===== src/rtl/sfp_io_pipe.sv =====
// rtl/sfp_io_pipe.sv - multi-channel SFP differential I/O register pipeline with debug counters
// RX/TX pairs delayed STAGES edges; RX side adds polarity swap, loopback, fill flag and invalid-pair counters.

module sfp_io_pipe #(
    parameter int NUM_CH    = 2,
    parameter int STAGES    = 2,
    parameter int ERR_CNT_W = 8
) (
    input  logic                        clk,
    input  logic                        rst_n,
    input  logic                        loopback_en,
    input  logic [NUM_CH-1:0]           invert_rx,
    input  logic                        err_clr,
    input  logic [NUM_CH-1:0]           rxp_in,
    input  logic [NUM_CH-1:0]           rxn_in,
    input  logic [NUM_CH-1:0]           txp_in,
    input  logic [NUM_CH-1:0]           txn_in,
    output logic [NUM_CH-1:0]           rxp_out,
    output logic [NUM_CH-1:0]           rxn_out,
    output logic [NUM_CH-1:0]           txp_out,
    output logic [NUM_CH-1:0]           txn_out,
    output logic                        pipe_ready,
    output logic [NUM_CH*ERR_CNT_W-1:0] rx_err_cnt
);

    localparam int FILL_W = $clog2(STAGES + 1);
    localparam logic [FILL_W-1:0] FILL_MAX = FILL_W'(STAGES);
    localparam logic [FILL_W-1:0] FILL_LAST = FILL_W'(STAGES - 1);
    localparam logic [FILL_W-1:0] FILL_ONE = FILL_W'(1);
    localparam logic [ERR_CNT_W-1:0] ERR_ONE = ERR_CNT_W'(1);

    logic [NUM_CH-1:0] rxp_q [STAGES];
    logic [NUM_CH-1:0] rxn_q [STAGES];
    logic [NUM_CH-1:0] txp_q [STAGES];
    logic [NUM_CH-1:0] txn_q [STAGES];

    logic [NUM_CH-1:0] src_p;
    logic [NUM_CH-1:0] src_n;
    logic [NUM_CH-1:0] rx_d_p;
    logic [NUM_CH-1:0] rx_d_n;

    logic [FILL_W-1:0]    fill_cnt;
    logic                 ready_q;
    logic [ERR_CNT_W-1:0] err_cnt [NUM_CH];

    // Mode controls are applied before stage 1 so they travel with the data.
    assign src_p  = loopback_en ? txp_in : rxp_in;
    assign src_n  = loopback_en ? txn_in : rxn_in;
    assign rx_d_p = (src_p & ~invert_rx) | (src_n & invert_rx);
    assign rx_d_n = (src_n & ~invert_rx) | (src_p & invert_rx);

    always_ff @(posedge clk or negedge rst_n) begin
        if (!rst_n) begin
            for (int s = 0; s < STAGES; s++) begin
                rxp_q[s] <= '0;
                rxn_q[s] <= '1;
                txp_q[s] <= '0;
                txn_q[s] <= '1;
            end
        end else begin
            for (int s = STAGES - 1; s > 0; s--) begin
                rxp_q[s] <= rxp_q[s-1];
                rxn_q[s] <= rxn_q[s-1];
                txp_q[s] <= txp_q[s-1];
                txn_q[s] <= txn_q[s-1];
            end
            rxp_q[0] <= rx_d_p;
            rxn_q[0] <= rx_d_n;
            txp_q[0] <= txp_in;
            txn_q[0] <= txn_in;
        end
    end

    assign rxp_out = rxp_q[STAGES-1];
    assign rxn_out = rxn_q[STAGES-1];
    assign txp_out = txp_q[STAGES-1];
    assign txn_out = txn_q[STAGES-1];

    // Ready is set on the edge that flushes the last reset value out of the pipe.
    always_ff @(posedge clk or negedge rst_n) begin
        if (!rst_n) begin
            fill_cnt <= '0;
            ready_q  <= 1'b0;
        end else begin
            if (fill_cnt != FILL_MAX) begin
                fill_cnt <= fill_cnt + FILL_ONE;
            end
            ready_q <= ready_q | (fill_cnt == FILL_LAST);
        end
    end

    assign pipe_ready = ready_q;

    always_ff @(posedge clk or negedge rst_n) begin
        if (!rst_n) begin
            for (int c = 0; c < NUM_CH; c++) begin
                err_cnt[c] <= '0;
            end
        end else begin
            for (int c = 0; c < NUM_CH; c++) begin
                if (err_clr) begin
                    err_cnt[c] <= '0;
                end else if (ready_q && (rxp_out[c] == rxn_out[c]) && (err_cnt[c] != '1)) begin
                    err_cnt[c] <= err_cnt[c] + ERR_ONE;
                end
            end
        end
    end

    for (genvar g = 0; g < NUM_CH; g++) begin : g_cnt_out
        assign rx_err_cnt[g*ERR_CNT_W +: ERR_CNT_W] = err_cnt[g];
    end

endmodule


===== config.mk =====
export PLATFORM = sky130hd
export DESIGN_NAME = sfp_io_pipe
export DESIGN_NICKNAME = d
export VERILOG_FILES = /design/src/rtl/sfp_io_pipe.sv
export SDC_FILE = /design/constraint.sdc
export NUM_CORES = 1
export LEC_CHECK = 0
export ABC_AREA = 1
export CAP_MARGIN = 10
export CORE_ASPECT_RATIO = 0.75
export CORE_MARGIN = 5
export CORE_UTILIZATION = 40
export DETAILED_ROUTE_END_ITERATION = 6
export GPL_ROUTABILITY_DRIVEN = 0
export GPL_TIMING_DRIVEN = 0
export HOLD_SLACK_MARGIN = 0.1
export MAX_ROUTING_LAYER = met4
export PLACE_DENSITY = 0.66
export RECOVER_POWER = 100
export SLEW_MARGIN = 40
export SYNTH_ARGS = -nofsm -noshare
export SYNTH_HDL_FRONTEND = slang
export SYNTH_SLANG_ARGS = --single-unit

===== constraint.sdc =====
create_clock -name clk -period 3 [get_ports clk]
set_input_delay 0.6 -clock clk [delete_from_list [all_inputs] [get_ports clk]]
set_output_delay 0.6 -clock clk [all_outputs]
set_load 0.01 [all_outputs]

# == Word level (Yosys, flattened, before mapping) ==
# Index checks and enable logic that the tools add are counted.
# op_classes
mux,6
n_addsub,3
bitwise_logic,8
reduce_logical,6
eq_ne,6
# ops
cell,count
2-to-1 mux 8 bit,4
adder 8 x 1 -> 8 bit (second input constant),2
inequality test 8 bit (second input constant),2
AND 2 bit,4
logical AND 1 bit,4
2-to-1 mux 2 bit,2
bitwise OR 2 bit,2
nonzero test 2 bit,2
adder 2 x 1 -> 2 bit (second input constant),1
equality test 1 bit,2
equality test 2 x 1 -> 1 bit (second input constant),1
inequality test 2 bit (second input constant),1
inverter 2 bit,1
bitwise OR 1 bit,1
# totals
register_bits,35

# == Longest topological paths before layout ==
# depth
word_depth,5
ltp_mapped,9
mapped_depth_nobuf,9

# == Worst setup path after synthesis ==
# No wires, ideal clock.
# synth_timing
kind,flip-flop to flip-flop
from,"register err_cnt, in the netlist rx_err_cnt[8]"
to,"register err_cnt, in the netlist rx_err_cnt[15]"
slack_ns,1.679
path_stages_with_launch,10
synth_period_minus_slack_ns,1.321
arrival_ns,1.203
cell_sequence,dfrtp_1 -> ha_1 -> nand2_1 -> clkinv_4 -> nand2_4 -> nor2_4 -> nor2_4 -> nor2_4 -> nand2_1 -> nand2_1
# synth_between
elab_chain_cells,3
# synth_rtl
item,line,rtl
"start, declared",44,logic [ERR_CNT_W-1:0] err_cnt [NUM_CH];
"start signal, assigned by index",104,err_cnt[c] <= err_cnt[c] + ERR_ONE;
adder 8 x 1 -> 8 bit / inequality test 8 bit (equally long branches),"104, 103",
2-to-1 mux 8 bit / logical AND 1 bit (equally long branches),103,end else if (ready_q && (rxp_out[c] == rxn_out[c]) && (err_cnt[c] != '1)) begin
2-to-1 mux 8 bit / nonzero test 2 bit (equally long branches),n/a,
# Parallel ways exist; a longest one is shown, timed or not. The select of a mux whose other input is x is not followed.
# A chain may end at the register's enable or synchronous reset.

# == Worst setup path in the final report ==
# layout_timing
from,"register rxn_q, in the netlist rxn_out[1]"
to,output rxn_out[1]
# layout_rtl
item,line,rtl
"start, declared",33,logic [NUM_CH-1:0] rxn_q [STAGES];
"start signal, assigned by index",63,rxn_q[s] <= rxn_q[s-1];
"end, declared",19,"output logic [NUM_CH-1:0] rxn_out,"
# No word-level cell between the ends.

==> metrics.md <==
| Metric | Value |
|---|---|
| Iteration-0 DRC Markers | `52` |
| Syn-to-layout area delta | `30.5%` |
| Skew final | `3.80 ps` |
| Routed len/inst | `10.7 um` |
| FF+latch count, synth | `35` |
| Endpoints failing hold | `0` |
| Vias post-DR | `1335` |
| CTS Buffer Depth | `2` |
| Worst-path clk slew | `70 ps` |
| Routed wire length | `3190 um` |
| Worst-Skew Late Latency | `280 ps` |
| Io pins | `39` |
| Resize count post-CTS | `0` |
| Area of the multi-input gates | `646 um^2` |
| Synth top area cells | `dfrtp_1, dfstp_2, nand2_1` |
| Initial Util | `0.418` |
| Switching power | `0.262 mW` |
| Flop2flop setup slack | `1190 ps` |
| Hold_buf cts | `0` |
| CP required | `2400 ps` |
| Hold WC Path Type | `in2async` |
| Clock sink total | `35` |
| YS warnings | `0` |
| Power density over cell area | `480 nW/um^2` |
| Crit path kind | `reg2out` |
| Chip height | `66.7 um` |
| Area leader, netlist | `dfrtp_1` |
| Synthesized net count | `214` |
| Storage cell area | `886 um^2` |
| Crit path max fanout | `3` |
| Core Footprint | `4100 um^2` |
| Synth Flop Type | `dfrtp_1` |
| Combinational power share | `0.132` |
| Layout cells sized above 1 | `0.145` |
| Final Net Count | `260` |
| Lkg Pwr | `1.17 nW` |
| Number of buffers added on ports | `38` |
| Achievable frequency | `471 MHz` |
| First-pass GRT wire length | `5660 um` |
| Max_slew headroom | `0.164` |
| Total negative slack | `0 ps` |
| Routed Antenna Nets | `0` |
| RSZ-0062 raised after global routing | `false` |
| Crit. End Element | `output pin` |
| Final setup fails | `0` |
| Synth unique cells | `26` |
| DIE WIDTH | `85.6 um` |
| Setup Buffers After CTS | `0` |
| Sequential area share after synthesis | `0.516` |
| Cell Area, Synth | `1720 um^2` |
| Placed cell area | `2180 um^2` |
| Vias in the first global route | `1296` |
| N_diodes | `0` |
| CTS Buf Count | `5` |
| Sequential power share | `0.484` |
| Share of the clock period used by the worst path | `0.707` |
| Internal | `0.813 mW` |
| Slew Viols, Final | `0` |
| Fin Hold WS | `280 ps` |
| Startpoint class of the critical path | `flip-flop` |
| Post-Synthesis Cells | `196` |
| Initial antenna violation count | `0` |
| CTS tree | `yes` |
| Die Area | `5720 um^2` |
| Share of flip-flops with an asynchronous set or reset | `1.00` |
| H-tree levels | `2` |
| Slowest-stage cell, CP | `dlygate4sd3_1` |
| Commonest cells post-synth | `nand2_1, dfrtp_1, inv_1` |
| Avg Inst Size Synth | `8.76 um^2` |
| Yosys top cell area share | `0.394` |
| Outcome | `finished, final reports clean` |
| Vias per cell | `4.49` |
| Minimum clock period | `2120 ps` |
| Fill cells | `395` |
| Post-DP HPWL | `2430 um` |
| Post-Layout Inst Area | `2240 um^2` |
| CP max stage delay | `600 ps` |
| Worst Tran Pin Value | `1250 ps` |
| EDFF count, synth | `0` |
| Most numerous cell in the Yosys netlist | `nand2_1` |
| GRT overflow | `0` |
| Sw Ratio | `0.244` |
| # rows | `20` |
| Max Cap Viol | `0` |
| Gr usage total | `0.130` |
| Post-route DRC violation count | `0` |
| Max IR drop VDD | `0.000218 V` |
| Root Driver | `clkbuf_8` |
| Clock share of power | `0.384` |
| Pin count of the biggest net entering global routing | `26` |
| Iteration count of the initial detailed-routing pass | `4` |
| Layout Utilization | `0.546` |
| Worst path cell trace | `buf_4 -> dlygate4sd3_1` |
| Crit path DAT | `1520 ps` |
## cells in the final DEF, fill, tap and decap left out
| master | count |
|---|---|
| nand3_1 | 18 |
| nand2_1 | 51 |
| dfrtp_1 | 27 |
| clkbuf_1 | 3 |
| bufinv_16 | 1 |
| inv_2 | 3 |
| clkinvlp_2 | 1 |
| xor2_1 | 3 |
| clkinvlp_4 | 1 |
| o21ai_1 | 1 |
| nand2_2 | 2 |
| buf_4 | 8 |
| a21oi_1 | 4 |
| o21ai_0 | 8 |
| nor2_2 | 2 |
| xnor2_1 | 2 |
| clkdlybuf4s50_1 | 6 |
| nand3b_1 | 3 |
| nand3_2 | 1 |
| clkbuf_8 | 5 |
| nor2_1 | 21 |
| a21o_1 | 1 |
| mux2i_1 | 2 |
| or2_2 | 1 |
| nand2_4 | 2 |
| inv_1 | 20 |
| nand4_1 | 2 |
| dlygate4sd3_1 | 31 |
| ha_1 | 4 |
| dfstp_2 | 8 |
## layer usage
layer / track usage / wire (um)
met1: 0.162 / 1590
met3: 0.0507 / 272
met2: 0.196 / 1300
met4: 0.0415 / 31
met5: - / 0
## power by group through the flow
| stage | Sequential [mW] | Combinational (mW) | Clock [mW] |
|---|---|---|---|
| after CTS | 0.521 | 0.162 | 0.418 |
| after detailed placement | 0.530 | 0.161 | 0 |
| after floorplan | 0.530 | 0.0752 | 0 |
| after global placement | 0.529 | 0.156 | 0 |
| final | 0.520 | 0.142 | 0.413 |
| after global routing | 0.526 | 0.162 | 0.440 |
## registers in the layout (all words and copies together), names as in the netlist
signal / count
txp_out: 2
txp_q: 2
fill_cnt: 2
rx_err_cnt: 16
rxp_q: 2
rxp_out: 2
rxn_out: 2
txn_q: 2
pipe_ready: 1
rxn_q: 2
txn_out: 2
## final timing paths
path	to	depth (start not counted)	start
setup / recovery	rxn_out[1]	2	rxn_out[1]
hold / removal	rx_err_cnt[10]	1	rst_n
setup reg to reg	rx_err_cnt[15]	9	rx_err_cnt[8]
hold reg to reg	rxp_out[0]	0	rxp_q[2]
max in group asynchronous	rx_err_cnt[7]	2	rst_n
min in group clk	rxp_out[0]	0	rxp_q[2]
## through the flow
step | setup WS, ps | power [mW] | std cells
after floorplan | 1680 | 0.605 | 196
after global placement | 589 | 0.685 | 289
after detailed placement | 1050 | 0.691 | 290
after CTS | 929 | 1.10 | 297
after global routing | 749 | 1.13 | 297
final | 878 | 1.07 | 297
## cells by family after synthesis
kind of cell | share of synthesized area
simple gates | 0.282
compound gates | 0.0423
mux | 0.0117
xor+xnor | 0.0255
fa+ha+maj | 0.0292
flops | 0.516
buf+inv | 0.0933
## worst max-delay path: cells and delay by family, from the launching register on
family,cells,cell delay [ps]
buffers and inverters,2,700
flip-flops,1,540
## layout make-up
class	instances	area share
flip-flops and latches	35	0.396
multi-input cells	128	0.288
repair buffers	39	0.169
inverters	24	0.0408
clock buffers	5	0.0307
well taps	55	0.0307
plain buffers	9	0.0285
clock inverters	2	0.0168
(Power assumes the default switching activity.)
